**src/rtl/usr_sw_led_ctrl_if.sv**
```systemverilog
`default_nettype none
// ============================================================================
// Module      : usr_sw_led_ctrl_if
// Description : Front-panel pin/core bundle for usr_sw_led_ctrl.
// Revision    : 1.0 - initial release
// ============================================================================
interface usr_sw_led_ctrl_if;
  logic [7:0] usr_sw;
  logic [7:0] status_in;
  logic [7:0] sw_db;
  logic [7:0] sw_chg;
  logic [7:0] led;

  modport master (
    output usr_sw,
    output status_in,
    input  sw_db,
    input  sw_chg,
    input  led
  );

  modport slave (
    input  usr_sw,
    input  status_in,
    output sw_db,
    output sw_chg,
    output led
  );
endinterface
`default_nettype wire

```
**src/rtl/usr_sw_led_ctrl.sv**
```systemverilog
`default_nettype none
// ============================================================================
// Module      : usr_sw_led_ctrl
// Description : Synchronises/debounces 8 dip-switches and drives 8 leds from a
//               switch-selected source. Optional PWM dimmer: LED_PWM_EN.
// Revision    : 1.0 - initial release
// ============================================================================
module usr_sw_led_ctrl #(
  parameter int TICK_DIV   = 100000,
  parameter int DB_SAMPLES = 8,
  parameter int HB_W       = 27
) (
  input wire               sys0_clk,
  input wire               sys0_rst,
  usr_sw_led_ctrl_if.slave io
);

  localparam int c_tick_w = (TICK_DIV > 1) ? $clog2(TICK_DIV) : 1;
  localparam logic [c_tick_w-1:0] c_tick_last = c_tick_w'(TICK_DIV - 1);

  logic [7:0]            sync1_q, sync1_d;
  logic [7:0]            sync2_q, sync2_d;
  logic [c_tick_w-1:0]   tick_cnt_q, tick_cnt_d;
  logic                  tick;
  logic [DB_SAMPLES-1:0] hist_q [8];
  logic [DB_SAMPLES-1:0] hist_d [8];
  logic [DB_SAMPLES-1:0] hist_shift [8];
  logic [7:0]            qual_hi;
  logic [7:0]            qual_lo;
  logic [7:0]            sw_db_q, sw_db_d;
  logic [7:0]            sw_chg_q, sw_chg_d;
  logic [7:0]            led_q, led_d;
  logic [7:0]            led_src;
  logic [HB_W-1:0]       hb_cnt_q, hb_cnt_d;
`ifdef LED_PWM_EN
  logic [3:0]            pwm_cnt_q, pwm_cnt_d;
  logic [3:0]            duty;
`endif

  // History as it will look after this tick's sample is shifted in.
  for (genvar gi = 0; gi < 8; gi++) begin : g_bit
    assign hist_shift[gi] = {hist_q[gi][DB_SAMPLES-2:0], sync2_q[gi]};
    assign qual_hi[gi]    = &hist_shift[gi];
    assign qual_lo[gi]    = ~|hist_shift[gi];
  end

  assign tick = (tick_cnt_q == c_tick_last);

  always_comb begin
    sync1_d    = io.usr_sw;
    sync2_d    = sync1_q;
    tick_cnt_d = tick ? '0 : tick_cnt_q + c_tick_w'(1);
    hist_d     = hist_q;
    sw_db_d    = sw_db_q;
    sw_chg_d   = '0;
    hb_cnt_d   = hb_cnt_q + HB_W'(1);
    if (tick) begin
      for (int i = 0; i < 8; i++) begin
        hist_d[i] = hist_shift[i];
        if (qual_hi[i] && !sw_db_q[i]) begin
          sw_db_d[i]  = 1'b1;
          sw_chg_d[i] = 1'b1;
        end else if (qual_lo[i] && sw_db_q[i]) begin
          sw_db_d[i]  = 1'b0;
          sw_chg_d[i] = 1'b1;
        end
      end
    end
  end

  // Mode comes from the registered sw_db, so a mode change lands one cycle later.
  always_comb begin
    led_src = io.status_in;
    case (sw_db_q[7:6])
      2'b00:   led_src = io.status_in;
      2'b01:   led_src = sw_db_q;
      2'b10:   led_src = {hb_cnt_q[HB_W-1], hb_cnt_q[HB_W-2 -: 7]};
      default: led_src = 8'hFF;
    endcase
`ifdef LED_PWM_EN
    duty      = {sw_db_q[5:4], 2'b11};
    pwm_cnt_d = pwm_cnt_q + 4'd1;
    led_d     = led_src & {8{pwm_cnt_q <= duty}};
`else
    led_d     = led_src;
`endif
  end

  always_ff @(posedge sys0_clk) begin
    if (sys0_rst) begin
      sync1_q    <= '0;
      sync2_q    <= '0;
      tick_cnt_q <= '0;
      for (int i = 0; i < 8; i++) begin
        hist_q[i] <= '0;
      end
      sw_db_q    <= '0;
      sw_chg_q   <= '0;
      led_q      <= '0;
      hb_cnt_q   <= '0;
`ifdef LED_PWM_EN
      pwm_cnt_q  <= '0;
`endif
    end else begin
      sync1_q    <= sync1_d;
      sync2_q    <= sync2_d;
      tick_cnt_q <= tick_cnt_d;
      hist_q     <= hist_d;
      sw_db_q    <= sw_db_d;
      sw_chg_q   <= sw_chg_d;
      led_q      <= led_d;
      hb_cnt_q   <= hb_cnt_d;
`ifdef LED_PWM_EN
      pwm_cnt_q  <= pwm_cnt_d;
`endif
    end
  end

  assign io.sw_db  = sw_db_q;
  assign io.sw_chg = sw_chg_q;
  assign io.led    = led_q;

endmodule
`default_nettype wire

```
**src/flat_wrapper.sv**
```systemverilog
// flat-port wrapper written by rule: the top's interface ports become plain ports
module usr_sw_led_ctrl_flat 
#(
  parameter int TICK_DIV   = 100000,
  parameter int DB_SAMPLES = 8,
  parameter int HB_W       = 27
)
  (sys0_clk, sys0_rst, io_usr_sw, io_status_in, io_sw_db, io_sw_chg, io_led);
  usr_sw_led_ctrl_if io_i ();
  input wire sys0_clk;
  input wire sys0_rst;
  input wire logic [$bits(io_i.usr_sw)-1:0] io_usr_sw;
  input wire logic [$bits(io_i.status_in)-1:0] io_status_in;
  output wire logic [$bits(io_i.sw_db)-1:0] io_sw_db;
  output wire logic [$bits(io_i.sw_chg)-1:0] io_sw_chg;
  output wire logic [$bits(io_i.led)-1:0] io_led;
  assign io_i.usr_sw = io_usr_sw;
  assign io_i.status_in = io_status_in;
  assign io_sw_db = io_i.sw_db;
  assign io_sw_chg = io_i.sw_chg;
  assign io_led = io_i.led;
  usr_sw_led_ctrl #(.TICK_DIV(TICK_DIV), .DB_SAMPLES(DB_SAMPLES), .HB_W(HB_W)) u_core (.sys0_clk(sys0_clk), .sys0_rst(sys0_rst), .io(io_i));
endmodule
```
**config.mk**
```make
export PLATFORM = sky130hd
export DESIGN_NAME = usr_sw_led_ctrl_flat
export DESIGN_NICKNAME = d
export VERILOG_FILES = /design/src/rtl/usr_sw_led_ctrl_if.sv /design/src/rtl/usr_sw_led_ctrl.sv /design/src/flat_wrapper.sv
export SDC_FILE = /design/constraint.sdc
export NUM_CORES = 1
export LEC_CHECK = 0
export CAP_MARGIN = 10
export CORE_MARGIN = 1
export CORE_UTILIZATION = 25
export CTS_CLUSTER_SIZE = 16
export DETAILED_ROUTE_END_ITERATION = 8
export SYNTH_ARGS = -nofsm -noshare
export SYNTH_HDL_FRONTEND = slang
export SYNTH_SLANG_ARGS = --single-unit
```
**constraint.sdc**
```tcl
create_clock -name sys0_clk -period 3.32 [get_ports sys0_clk]
set_clock_uncertainty 0.1 [all_clocks]
set_input_delay 0.664 -clock sys0_clk [delete_from_list [all_inputs] [get_ports sys0_clk]]
set_output_delay 0.664 -clock sys0_clk [all_outputs]
set_load 0.01 [all_outputs]
```
==> metrics <==
GR Overflow Total=0; synthesized flop and latch total=140; synth unique cells=45; slowest stage delay, CP=0.72 ns; HPWL Detailed=8488 µm; maximum clock frequency=390.6 MHz; Placed Cells=910; CTS HTree Levels=4; CP Cell Sequence=clkdlybuf4s50_1; final count of pins violating max slew=0; total clock sinks=140; detailed-route via count=4448; Cell Area, Synth=0.005659 mm²; final hold violations=0; Slew HR=0.5443; initial DRC count=297; reg-to-reg startpoint=u_core.tick_cnt_q[11]; final wirelength=12720 µm; P per Cell Area=533.4 mW/mm²; Clk Latency, worst-skew pair=0.42 ns; DRT Pass-1 Iters=7; Mean Syn Cell Area=9.277 µm²; top-area cell type share of the netlist area=0.4952; CTS tree=done; number of antenna diodes=0; r2r setup slk=0.82 ns; Min-Delay Path Class=reg2reg; GPL Wtd Cong=0.8153; count leader, synth=dfxtp_1; area delta synth->final=22.20%; number of synthesized flops with an enable pin=0; largest net degree at the start of global routing=60; Filler Cells Inserted=2309; area leader, netlist=dfxtp_1; setup TNS=0 ns; CP Data Required Time=2.56 ns; Ys Warns=0; Post-Syn Instances=610; Layout Nets=669; FF-to-FF End=u_core.hist_q[45]; Post-CTS Repair Setup Buffers=0; port bufs=41; # rows=54; status=completed; RSZ-0062 raised after global routing=no; post-CTS resize count=0; crit path kind=reg2out; critical path's slowest cell=dfxtp_1; Initial Utilization=0.2569; final non-filler cell total=941; ratio of final minimum period to clock period=0.7710; max-cap viol count=0; Hold EP=u_core.sync2_q[3]; synth top area cells=dfxtp_1 (50%), mux2i_1 (7.1%), nand2_1 (5.4%); worst vdd ir=0.2855 mV; CTS Buf Count=17; hold_buf cts=0; Pleak=2.225 nW; initial antenna violation count=0; Final setup viols=0; top post-synthesis cells by count=dfxtp_1 (140), nand2_1 (82), nor2_1 (46); Max FO, Critical Path=13; clock-pin slew on the worst setup and hold paths=0.06 ns; Worst Path Buf+Inv=1; Die ar.=0.02324 mm²; sequential fraction of the synthesis area=0.4952; Post-DRT Antenna Nets=0; first-pass GRT wire length=21050 µm; crit path DAT=1.80 ns; DRC=0; ys async rst share=0; CTS Root Buffer Type=clkbuf_16; Clock Path Buffers=2; average wire per standard cell=13.52 µm; CP Launch Type=flip-flop; io pins=42; Syn Nets=630; Tmin final=2.560 ns; Avg Vias per Cell=4.727; Worst R2R Path Depth=5; top_reg_cell synth=dfxtp_1; HP Start=u_core.sync1_q[3]; chip height=152.5 µm; die width=152.5 µm; Tightest Pin Transition=0.6836 ns; Hold Path Depth=1; Core Area=0.02203 mm²; number of global-route vias before repair=4170; Tot GR Track Use=0.1150; CP delay by family, top=flip-flops; Critical Path Sink Type=output pin; layout cell share with drive strength beyond 1=0.1059
==> worst reg2reg max path: cells and delay by family, from the launching register on <==
| kind | cells | cell delay (ns) |
|---|---|---|
| flops | 1 | 0.36 |
| mux | 1 | 0.25 |
| buf+inv | 1 | 0.39 |
| simple gates | 3 | 1.33 |
==> power by group <==
group / leakage (nW) / internal (mW) / total (mW) / switching, mW
registers: 1.13 / 1.70 / 1.71 / 0.0121
logic: 0.816 / 0.0485 / 0.0999 / 0.0514
clock network: 0.275 / 1.16 / 1.88 / 0.713
total: 2.23 / 2.91 / 3.69 / 0.777
==> routing by layer <==
| metal | global-route usage | vias up | part of all wire |
|---|---|---|---|
| met1 | 0.1522 | 2059 | 0.51 |
| met3 | 0.02787 | 21 | 0.035 |
| met2 | 0.1729 | 78 | 0.43 |
| li1 | - | 2290 | - |
| met4 | 0.06013 | 0 | 0.023 |
| met5 | 0 | - | 0 |
==> sequential cells by signal (all words and copies together), names as in the netlist <==
register           cells
u_core.sync1_q         8
u_core.hist_q         56
u_core.io.sw_chg       8
u_core.io.led          8
u_core.tick_cnt_q     17
u_core.hb_cnt_q       27
u_core.sync2_q         8
u_core.io.sw_db        8
==> worst max path at each step <==
| stage | startpoint | end | slack (ns) | cells after the start |
|---|---|---|---|---|
| after detailed placement | u_core.tick_cnt_q[11] | u_core.hist_q[36] | 0.85 | 5 |
| after floorplan | u_core.tick_cnt_q[11] | u_core.hist_q[17] | 1.26 | 7 |
| after CTS | u_core.io.sw_db[6] | io_sw_db[6] | 0.76 | 1 |
| after global placement | u_core.tick_cnt_q[11] | u_core.hist_q[20] | 0.87 | 5 |
| final | u_core.io.sw_db[6] | io_sw_db[6] | 0.76 | 1 |
| after global routing | u_core.tick_cnt_q[0] | u_core.hist_q[45] | 0.67 | 6 |
==> logic make-up (layout without fill, tap and decap cells) <==
kind of cell / count (synthesis) / in the layout / synth area share
XOR/XNOR: 25 / 25 / 0.03869
AND/OR/NAND/NOR: 271 / 271 / 0.2430
AO/OA/AOI/OAI: 86 / 86 / 0.09861
adder cells (fa/ha/maj): 2 / 2 / 0.004421
buffers and inverters: 40 / 91 / 0.03736
multiplexers: 46 / 46 / 0.08269
flip-flops: 140 / 140 / 0.4952
==> cells in the final DEF, fill, tap and decap left out, types with 14 or more instances in the layout <==
cell and instances:
nand3_1 28, mux2i_1 40, a21oi_1 30, nor4_1 28, clkdlybuf4s50_1 40, clkbuf_16 17
o31ai_1 14, nor2_1 46, nand2_1 82, xnor2_1 16, a31o_2 16, dfxtp_1 140
nor3_1 15, nand4_1 16, nor2b_1 19
==> stage by stage <==
stage          power [mW]  hold WS (ns)  cell area [µm²]  worst slack, ns    util
2_1_floorplan       1.800        0.3138             5659            1.259       -
3_3_place_gp        1.852        0.3174             6329           0.8676  0.2873
3_5_place_dp        1.851        0.3246             6329           0.8541  0.2873
4_1_cts             3.728        0.3387             6915           0.7564  0.3140
5_1_grt             3.821        0.3506             6915           0.6739  0.3140
6_report            3.689        0.3354             6915           0.7601  0.3140
==> layout make-up <==
cell class              instances  area (µm²)  area share
clock inverters                 9       112.6     0.01628
repair buffers                 52       500.5     0.07237
clock buffers                  22       474.2     0.06857
flip-flops and latches        140        2803      0.4053
well taps                     280       350.3     0.05066
inverters                       8       30.03    0.004342
multi-input cells             430        2645      0.3825
Power figures use the tool's default switching activity.
